<file path="src/rtl/mem_scan_ctrl.sv">
// Scanned register memory: a free-running period counter reads one word per period
// for display and commits a pending write once per period. MEM_SCAN_DOWN_EN enables scan_dir.
module mem_scan_ctrl #(
  parameter int DATA_W   = 4,
  parameter int ADDR_W   = 5,
  parameter int TICK_DIV = 50000000
) (
  input  logic              CLOCK_50,
  input  logic              RESET,
  input  logic              scan_en,
  input  logic              scan_dir,
  input  logic              scan_load,
  input  logic [ADDR_W-1:0] load_addr,
  input  logic              wr_req,
  input  logic [ADDR_W-1:0] wr_addr,
  input  logic [DATA_W-1:0] wr_data,
  output logic              wr_ack,
  output logic              tick,
  output logic [ADDR_W-1:0] disp_addr,
  output logic [DATA_W-1:0] disp_data
);

  localparam int CNT_W = $clog2(TICK_DIV);
  localparam int DEPTH = 2 ** ADDR_W;
  localparam logic [CNT_W-1:0] RD_PT = CNT_W'(TICK_DIV - 1);
  localparam logic [CNT_W-1:0] WR_PT = CNT_W'(TICK_DIV / 2 - 1);

  logic [CNT_W-1:0]  count;
  logic [ADDR_W-1:0] scan_addr;
  logic [ADDR_W-1:0] scan_next;
  logic [DATA_W-1:0] mem [DEPTH];
  logic              rd_pt;
  logic              wr_pt;

  assign rd_pt = (count == RD_PT);
  assign wr_pt = (count == WR_PT);

`ifdef MEM_SCAN_DOWN_EN
  always_comb begin
    scan_next = scan_addr + ADDR_W'(1);
    if (scan_dir)
      scan_next = scan_addr - ADDR_W'(1);
  end
`else
  logic unused_dir;
  assign unused_dir = scan_dir;

  always_comb begin
    scan_next = scan_addr + ADDR_W'(1);
  end
`endif

  // Memory shares the reset-gated block so a write point at count 0 (TICK_DIV=2)
  // cannot commit while RESET is held; the memory itself is never cleared.
  always_ff @(posedge CLOCK_50 or posedge RESET) begin
    if (RESET) begin
      count     <= '0;
      scan_addr <= '0;
      disp_addr <= '0;
      disp_data <= '0;
      tick      <= 1'b0;
      wr_ack    <= 1'b0;
    end else begin
      count  <= rd_pt ? '0 : count + CNT_W'(1);
      tick   <= rd_pt;
      wr_ack <= wr_pt && wr_req;

      if (wr_pt && wr_req)
        mem[wr_addr] <= wr_data;

      if (rd_pt) begin
        disp_addr <= scan_addr;
        disp_data <= mem[scan_addr];
      end

      if (scan_load)
        scan_addr <= load_addr;
      else if (rd_pt && scan_en)
        scan_addr <= scan_next;
    end
  end

endmodule

</file>
<file path="config.mk">
export PLATFORM = sky130hd
export DESIGN_NAME = mem_scan_ctrl
export DESIGN_NICKNAME = d
export VERILOG_FILES = /design/src/rtl/mem_scan_ctrl.sv
export SDC_FILE = /design/constraint.sdc
export NUM_CORES = 1
export LEC_CHECK = 0
export CAP_MARGIN = 15
export CELL_PAD_IN_SITES_DETAIL_PLACEMENT = 0
export CELL_PAD_IN_SITES_GLOBAL_PLACEMENT = 1
export CORE_AREA = 2 2 128 130
export DETAILED_ROUTE_END_ITERATION = 16
export DIE_AREA = 0 0 130 132
export GPL_TIMING_DRIVEN = 0
export PLACE_DENSITY = 0.83
export SYNTH_ARGS = -nofsm -noshare
export SYNTH_HDL_FRONTEND = slang
export SYNTH_SLANG_ARGS = --single-unit
</file>
<file path="constraint.sdc">
create_clock -name CLOCK_50 -period 2.93 [get_ports CLOCK_50]
set_input_delay 0.293 -clock CLOCK_50 [delete_from_list [all_inputs] [get_ports CLOCK_50]]
set_output_delay 0.293 -clock CLOCK_50 [all_outputs]
set_load 0.03 [all_outputs]
</file>
## Word-level counts from Yosys, hierarchy flattened

Memories as Yosys holds them, arrays and structs flattened. A register that Yosys moved wholly into a read port is not among the register bits.
Cells that the tools add are included.

- Register bits after elaboration: 38
- Bits in writable memories: 128
- Input bits: 20
- Output and inout port bits: 11
- Word-level logic and storage cells: 20
- Memories kept: 1

Memory list:

| name | depth | bits a word | read ports | clocked after Yosys merged registers in | wr ports | line | source |
|---|---|---|---|---|---|---|---|
| mem | 32 | 4 | 1 | 1 | 1 | 31 | `logic [DATA_W-1:0] mem [DEPTH];` |

- Add/subtract/negate cells: 2
- Equality and inequality tests: 2
- Muxes and demuxes: 5
- Reduce and logical (&&, ||, !) cells: 5

Operators with widths:

| kind | count |
|---|---|
| adder 26 x 1 -> 26 bit (second input constant) | 1 |
| == test 26 x 25 -> 1 bit (second input constant) | 1 |
| == test 26 bit (second input constant) | 1 |
| two-way mux 26 bit | 1 |
| two-way mux 5 bit | 2 |
| adder 5 x 1 -> 5 bit (second input constant) | 1 |
| logical AND 1 bit | 3 |
| two-way mux 1 bit | 2 |
| nonzero test 2 bit | 1 |
| logical NOT 1 bit | 1 |

## Depth between registers and ports, before layout

- Word-level depth: 5
- Mapped depth: 8
- Mapped depth without buffers: 6

## Least setup slack after synthesis

No wires, ideal clock.

- Kind: reg-to-reg
- Start point: reg count[7]
- End point: mem mem[11][0] (enable)
- Setup time: 0.329 ns
- Data arrival time: 2.407 ns
- Required time: 2.601 ns
- Slack: 0.194 ns
- Stages on the path, launching flop included: 7
- Path buffers: 1
- Clock period less this slack: 2.736 ns
- Cells stage by stage: dfrtp_1 -> or4_1 -> nand3b_1 -> or4b_1 -> buf_2 -> or4_4 -> nor2_1

- Word-level cells in the longest chain between the ends: 5

RTL lines:

| item | line | source |
|---|---|---|
| start, declared | 28 | `logic [CNT_W-1:0] count;` |
| start signal, assigned | 64 | `count <= rd_pt ? '0 : count + CNT_W'(1);` |
| == test 26 x 25 -> 1 bit | 36 | `assign wr_pt = (count == WR_PT);` |
| logical AND 1 bit | 68 | `if (wr_pt && wr_req)` |
| two-way mux 1 bit | 68 |  |
| logical AND 1 bit (not written as such) | 69 | `mem[wr_addr] <= wr_data;` |
| two-way mux 1 bit (not written as such) | 69 |  |
| end, declared | 31 |  |

No other way between the ends.

## Worst setup path after layout

- Start point: reg count[7]
- End point: mem mem[0][2] (enable)

The elaborated chain is that of the path after synthesis.

==> impl_results.md <==
- Share of the synthesized area in the top cell type: 0.537
- Slew margin rel.: 0.378
- Seq. cell area: 4890 sq um
- # Max-Cap Violations: 0
- LEAKAGE: 3.17 nW
- Ys async rst share: 0.247
- Gpl congestion: 0.802
- YS warnings: 0
- Post-DP HPWL: 10.0 mm
- Slew of the pin with the lowest slew margin: ~0.92 ns
- Footprint of the multi-input gates: 2220 sq um
- CP Capture Type: flip-flop
- Outcome: finished, violations left
- Post-route ant nets: 0
- Number of I/O pins: 31
- Finish-stage setup viols: 4
- GRT Overall Usage: 0.186
- Die X: approximately 130 um
- Failing checks: negative setup slack
- Area grow syn2layout: 19.0%
- CTS Buf Count: 17
- Post-Layout Cell Count: between 700 and 800
- Placed insts: 759
- Critical Path RT: approximately 3.0 ns
- Worst r2r src: count[7]
- Seq cells post-synth: 170
- Layout cells sized above 1: 0.134
- Die footprint: approximately 17,000 sq um
- Final Hold Viols: 0
- Final period util: 1.02
- Routed WL per cell: 18.9 um
- Largest net degree at the start of global routing: 39
- Slowest cell delay on critical path: 0.65 ns
- Crit path buffers/inverters: 0
- Initial antenna violation count: 0
- Worst vdd ir: about 450 uV
- Root Buffer: clkbuf_16
- Vias: 4,348
- Die height: 132 um
- Critical Path Start: count[7]
- Crit-path slowest cell: or4b_4
- Fill cell count: 1,263
- Number of global-route vias before repair: 4,329
- Register area share after synthesis: 0.684
- Critical path class: flip-flop to flip-flop
- Fin area: 8510 sq um
- Mean area per synthesized cell: 13.9 sq um
- Area post-placement: 7730 sq um
- Count leader, synth: edfxtp_1
- Max Fanout on Critical Path: 9
- Initial core utilization: 0.455
- Mapped Area: 7150 sq um
- DRC errors left: 0
- Max Slew Vio Count: 0
- Number of synthesized flops with an enable pin: approximately 130
- Yosys cell types: 38
- Worst EP arrival: between 3 and 4 ns
- Vias per cell: about 5.4
- Synthesized netlist cell count: 513
- Area of the core: 15,700 sq um
- Longest Clk Path Bufs: 2
- Worst path most repeated cell: or4b_4
- Clk slew on worst S/H paths: 0.07 ns
- Yosys top cell by area: edfxtp_1
- Crit start category: flip-flop
- Clk sinks: 170
- Final Critical Period: 2.98 ns
- Syn_nets: approximately 540
- Pwr dens: 621 nW/um^2
- First-pass DRT Iterations: 5
- Most used flip-flop cell after synthesis: edfxtp_1
- Fmax achieved: 0.336 GHz
- RSZ-0062 raised after global routing: true
- TritonCTS clock tree: yes
- Worst Skew: 0.00889 ns
- Nets: 591
- Top post-synthesis cells by area: edfxtp_1, dfrtp_1, mux2i_1
- Top cells by count, synth: edfxtp_1, mux2i_1, nor2_1
- Delay-heaviest family, CP: simple AND/OR/NAND/NOR gates
- Worst hold path class: input port to asynchronous set/reset pin
- WHS: around 0.2 ns
- Worst skew pair latency: 0.43 ns
- Worst setup margin: -0.0464 ns
- Row count: 46
- Antenna cells: 0
- Total gr overflow: 0
- Critical Path, Cell by Cell: or4_4 > nand3b_1 > or4b_4 > or4b_4 > nor3_4
- First-pass GRT wire length: 23.5 mm
- Port bufs: 29
- H-tree levels: 4
- Final WL: 15.1 mm
- Initial drt markers: 422
[final timing paths]
kind                                end  slack (ns)  cells past startpoint
setup / recovery              mem[0][2]       -0.05                      5
hold / removal             disp_data[1]        0.20                      2
setup reg to reg              mem[0][2]       -0.05                      5
hold reg to reg            disp_addr[4]        0.47                      2
max in group asynchronous  disp_addr[2]        2.29                      3
min in group CLOCK_50      scan_addr[0]        0.44                      3
[layout make-up]
class                           instances  area share
Sequential cell                       170       0.575
Buffer                                 21     0.00985
Inverter                                7     0.00309
Timing Repair Buffer                   38      0.0467
Clock inverter                         14      0.0215
Clock buffer                           18      0.0516
Multi-Input combinational cell        314       0.261
Tap cell                              216      0.0317
[timing repair]
| item | CTS | global route |
|---|---|---|
| buffers inserted | 2 | 1 |
| cloned | 0 | 0 |
| hold buffers | 0 | 0 |
| resized for setup | 20 | 4 |
| pin swaps | 3 | 2 |
| endpoints found under the setup margin | 64 | 48 |
[state kept, by name, indices dropped and copies added, names as in the netlist]
register,cells
scan_addr,5
mem,128
disp_data,4
count,26
disp_addr,5
wr_ack,1
tick,1
[worst register-to-register path: cells and delay by family (launching register included)]
family	cells	cell delay [ns]
flops	1	0.40
simple gates	5	2.25
[power breakdown]
group          internal, W  leakage, nW  switching, W
Combinational     0.000129         1.16      0.000212
Sequential         0.00260         1.71    0.00000937
Clock              0.00138        0.306      0.000950
[placed cells by master, fill, tap and decap left out, types with 3 or more instances in the layout]
cell / instances
or3_1: 6
or2_2: 6
buf_8: 4
buf_1: 5
nor2b_1: 3
buf_4: 3
a31oi_1: 4
bufinv_16: 3
o21ai_0: 7
and3_1: 4
nand3_1: 14
clkbuf_1: 12
inv_6: 4
a21oi_1: 17
nand3b_1: 4
nand4_1: 7
nand2b_1: 7
nor2_1: 42
nand2_1: 29
buf_2: 3
a22oi_1: 32
nor2_2: 10
mux2i_1: 64
xnor2_1: 8
edfxtp_1: 128
clkdlybuf4s50_1: 29
inv_1: 5
dfrtp_1: 42
mux2_2: 4
or4_4: 4
xor2_1: 15
nor3_4: 4
clkbuf_16: 17
nor4_1: 7
and2_1: 3
[logic make-up after synthesis]
family / after synthesis / synth area share
flops: 170 / 0.684
compound gates: 62 / 0.0563
xor+xnor: 23 / 0.0282
mux: 68 / 0.0958
fa+ha+maj: 2 / 0.00350
simple gates: 159 / 0.116
buf+inv: 29 / 0.0159
[through the flow]
stage	total power, W	TNS, ns	worst slack [ns]	utilization
after floorplan	0.00285	0	0.194	-
after global placement	0.00297	-6.86	-0.169	0.491
after detailed placement	0.00298	-6.24	-0.155	0.492
after CTS	0.00531	0	0.00250	0.537
after global routing	0.00544	-0.459	-0.115	0.542
final	0.00528	-0.185	-0.0464	0.542
[metal layers]
layer	wire length, um	up-vias	part of all wire	track usage
li1	-	2037	-	-
met1	6580	2139	0.44	0.250
met2	7260	141	0.48	0.289
met5	0	-	0	0
met3	892	31	0.059	0.0495
met4	320	0	0.021	0.0705
Power figures use the tool's default switching activity.
==> patch 1, RTL diff (same flow settings) <==
The parameter `TICK_DIV` goes from 50000000 to 25000000.
--- a/src/rtl/mem_scan_ctrl.sv
+++ b/src/rtl/mem_scan_ctrl.sv
@@ -5,3 +5,3 @@
   parameter int ADDR_W   = 5,
-  parameter int TICK_DIV = 50000000
+  parameter int TICK_DIV = 25000000
 ) (
Function: no difference found for any inputs over 10 cycles, from zero or initial values and one cycle with RESET high; that may be too few to reach the edited logic, so the function may still have changed.
==> patch 1 against the unedited design <==
- clock skew up 0.00072 ns
- setup slack improved by 0.12 ns
- critical path type unchanged
- die area unchanged
- sequential share of layout area rose by 0.34 points
- wire length decreased by 1.0%
- power decreased by 3.6%
- cell area is 1.1% lower
- area after synthesis grew 0.26%
- non-clock buffer count is 1 lower
- combinational power is 3% higher
- critical endpoint is now mem[15][2]
- highest routed layer unchanged
- maximum frequency is 4.2% higher
- sequential cell count shrank 1
- via count decreased by 2.6%
==> patch 1: results <==
group,metric,value,unit
setup_path,r2r_setup_slack,0.07,ns
layout,final_nets,571,
global_route,grt_usage,18.2,%
setup_path,slowest_stage,"or4_4",
detailed_routing,wl_met2,7360,um
hold_path,worstHoldStart,"scan_load",
detailed_routing,wl_met3,819,um
logic_synthesis,synth_nets,519,
power_and_ir_drop,switching_power,0.00118,W
clock_network,post-cts-setup-buffers,0,
timing,finClkSkew,0.00961,ns
setup_path,r2r_end,"mem[15][2]",
global_route,grtUsageMet1,24.3,%
power_and_ir_drop,powerComb,0.000350,W
place,dp_hpwl,10100,um
global_route,met2_usage,29.0,%
setup_path,slowest_delay,0.60,ns
power_and_ir_drop,clockPowerShare,42.1,%
logic_synthesis,async_flop_share,24.3,%
logic_synthesis,synthTopCellsByCount,"edfxtp_1 (128), mux2i_1 (64), nor2_1 (45)",
detailed_routing,drt-vias-per-instance,5.45,
place,io_buffers,28,
clock_network,clk_pin_slew,0.07,ns
clock_network,cts_resized,0,
timing,tightest_slew,0.802,ns
global_route,grt_max_degree,42,
detailed_routing,drt_iter0_markers,288,
timing,hold-worst-slack,0.279,ns
place,gp_congestion,0.922,
power_and_ir_drop,worst_ir_drop_vdd,0.429,mV
global_route,grt_pass1_wl,23300,um
global_route,grt_pass1_vias,4330,
setup_path,crit_arrival,2.95,ns
layout,top_regs,"mem (128), count (25)",
logic_synthesis,synth-adder-area-share,0.349,%
detailed_routing,wl_per_cell,19.2,um
detailed_routing,drt-met1-wl,6610,um
logic_synthesis,muxShareOfSynthArea,10.8,%
run_status,status,"complete, no violations",
hold_path,hp-class,"in -> reg",
logic_synthesis,synth_xor_area_share,3.05,%
place,placement.cell_area,0.00774,mm2
power_and_ir_drop,p_per_area,605,mW/mm2
power_and_ir_drop,p_leak,3.02,nW
logic_synthesis,synth_seq_area_share,67.9,%
layout,drive_above_1_share,14.4,%
logic_synthesis,synth_area_leaders,"edfxtp_1 (54%), dfrtp_1 (14%), mux2i_1 (8.9%)",
logic_synthesis,synth_warnings,0,
detailed_routing,dr.max_layer_used,"met4",
setup_path,crit_type,"reg -> reg",
logic_synthesis,synth_edf_count,128,
logic_synthesis,synth_compound_area_share,4.90,%
logic_synthesis,synthDistinctLibCells,40,
==> patch 1: changes by cell type after synthesis, moves of 5 or more <==
cell     delta
nor2_1      -9
mux2_2      +8
nor3_1     +11
xor2_1      -6
or3_1       -5
nand3_1     -5
xnor2_1     +8
nand2_1    -12
==> patch 1: metrics by stage <==
| step | setup WS (ns) | utilization, % | instances |
|---|---|---|---|
| 2_1_floorplan | 0.409 | - | 497 |
| 3_3_place_gp | -0.958 | 49.2 | 741 |
| 3_5_place_dp | -0.157 | 49.3 | 742 |
| 4_1_cts | 0.00555 | 52.9 | 774 |
| 5_1_grt | -0.0279 | 53.6 | 778 |
| 6_report | 0.0726 | 53.6 | 778 |
==> patch 1: final cells by class <==
cell class / count / area, um2
clock inverters: 15 / 141
fillers: 1277 / 7290
clock buffers: 17 / 425
inverters: 4 / 15.0
multi-input cells: 299 / 2210
repair buffers: 33 / 373
plain buffers: 25 / 114
flip-flops and latches: 169 / 4870
well taps: 216 / 270
==> patch 2, RTL diff (config.mk and constraints unchanged) <==
Without the edit above. Compare `count` against `WR_PT` with >= in place of ==.
--- a/src/rtl/mem_scan_ctrl.sv
+++ b/src/rtl/mem_scan_ctrl.sv
@@ -35,3 +35,3 @@
   assign rd_pt = (count == RD_PT);
-  assign wr_pt = (count == WR_PT);
+  assign wr_pt = (count >= WR_PT);
 
Check against the original RTL: same outputs for any inputs over 10 cycles, from zero or initial values and one cycle with RESET high; that may be too few to reach the edited logic, so the function may still have changed.
==> patch 2 against the unedited design <==
- power down 1.0%
- sequential cell count unchanged
- cell area up 3.3%
- count of clock-buffer cells in the layout unchanged
- setup slack better by 0.047 ns
- clock skew up 0.0026 ns
- area after synthesis down 0.19%
- synthesized cell count down 15%
- wire length up 2.1%
==> patch 2: results <==
group,metric,value,unit
run_status,status,"complete, no violations",
global_route,grt_pass1_vias,4225,
logic_synthesis,synth-adder-area-share,0.350,%
logic_synthesis,synth_area_leaders,"edfxtp_1 (54%), dfrtp_1 (15%), mux4_2 (11%)",
logic_synthesis,syn_avg_cell_area,16.5,um2
power_and_ir_drop,clockPowerShare,43.4,%
logic_synthesis,muxShareOfSynthArea,12.7,%
setup_path,worst_path_dominant_cell_family,"compound AO/OA/AOI/OAI gates",
global_route,met2_usage,29.0,%
layout,nFillCells,1204,
setup_path,reg2regPathDepth,7,
logic_synthesis,synth_seq_area_share,68.5,%
setup_path,crit_arrival,3.00,ns
setup_path,slowest_delay,0.60,ns
place,gp_congestion,0.808,
power_and_ir_drop,switching_power,0.00120,W
power_and_ir_drop,combPwrFrac,6.8,%
layout,drive_above_1_share,24.4,%
timing,finClkSkew,0.0115,ns
timing,tightest_slew,1.19,ns
logic_synthesis,synth_compound_area_share,2.56,%
power_and_ir_drop,power,0.00523,W
global_route,grt_usage,18.2,%
global_route,met3_usage,4.30,%
layout,stdcell_count,715,
detailed_routing,drt-met1-wl,6200,um
logic_synthesis,synth_top_family_by_area,"multiplexers",
detailed_routing,vias,4098,
timing,fmax,0.341,GHz
logic_synthesis,synthFlopType,"edfxtp_1",
layout,top_regs,"mem (128), count (26)",
detailed_routing,wl_per_cell,21.5,um
logic_synthesis,synthDistinctLibCells,41,
setup_path,r2r_setup_slack,0.001,ns
layout,final_nets,508,
logic_synthesis,synthTopCellsByCount,"edfxtp_1 (128), dfrtp_1 (42), mux4_2 (36)",
logic_synthesis,synth_edf_count,128,
detailed_routing,drt_iter0_markers,370,
power_and_ir_drop,p_leak,3.08,nW
place,dpl_worst_slack,-0.321,ns
place,dp_hpwl,9810,um
logic_synthesis,synth_nets,456,
setup_path,critPathMaxFanout,10,
global_route,grt_pass1_wl,23200,um
global_route,grt_max_degree,33,
power_and_ir_drop,worst_ir_drop_vdd,0.497,mV
detailed_routing,wl_met3,938,um
setup_path,slowest_stage,"nor4_2",
global_route,grtUsageMet1,24.3,%
place,place_inst,680,
## patch 2: repair_timing
| action | CTS | global route |
|---|---|---|
| cloned | 0 | 0 |
| setup buffers | 0 | 0 |
| pin swaps | 0 | 7 |
| setup endpoints to repair | 122 | 124 |
| gates resized for setup | 24 | 48 |
## patch 2: cell type report
| cell class | instances | area, um2 | share of cell area [%] |
|---|---|---|---|
| Buffer | 22 | 95.1 | 1.08 |
| Clock buffer | 18 | 429 | 4.88 |
| Clock inverter | 14 | 160 | 1.82 |
| Inverter | 9 | 33.8 | 0.384 |
| Multi-Input combinational cell | 233 | 2550 | 29.0 |
| Sequential cell | 170 | 4890 | 55.6 |
| Tap cell | 216 | 270 | 3.07 |
| Timing Repair Buffer | 33 | 365 | 4.15 |
## patch 2: through the flow
step                util [%]  hold slack [ns]  instance area [um2]
CTS                     53.8            0.127                 8460
finish                  56.0            0.130                 8800
global route            56.0            0.150                 8800
detailed placement      49.1            0.486                 7720
floorplan                  -            0.392                 7140
global placement        49.0            0.479                 7700
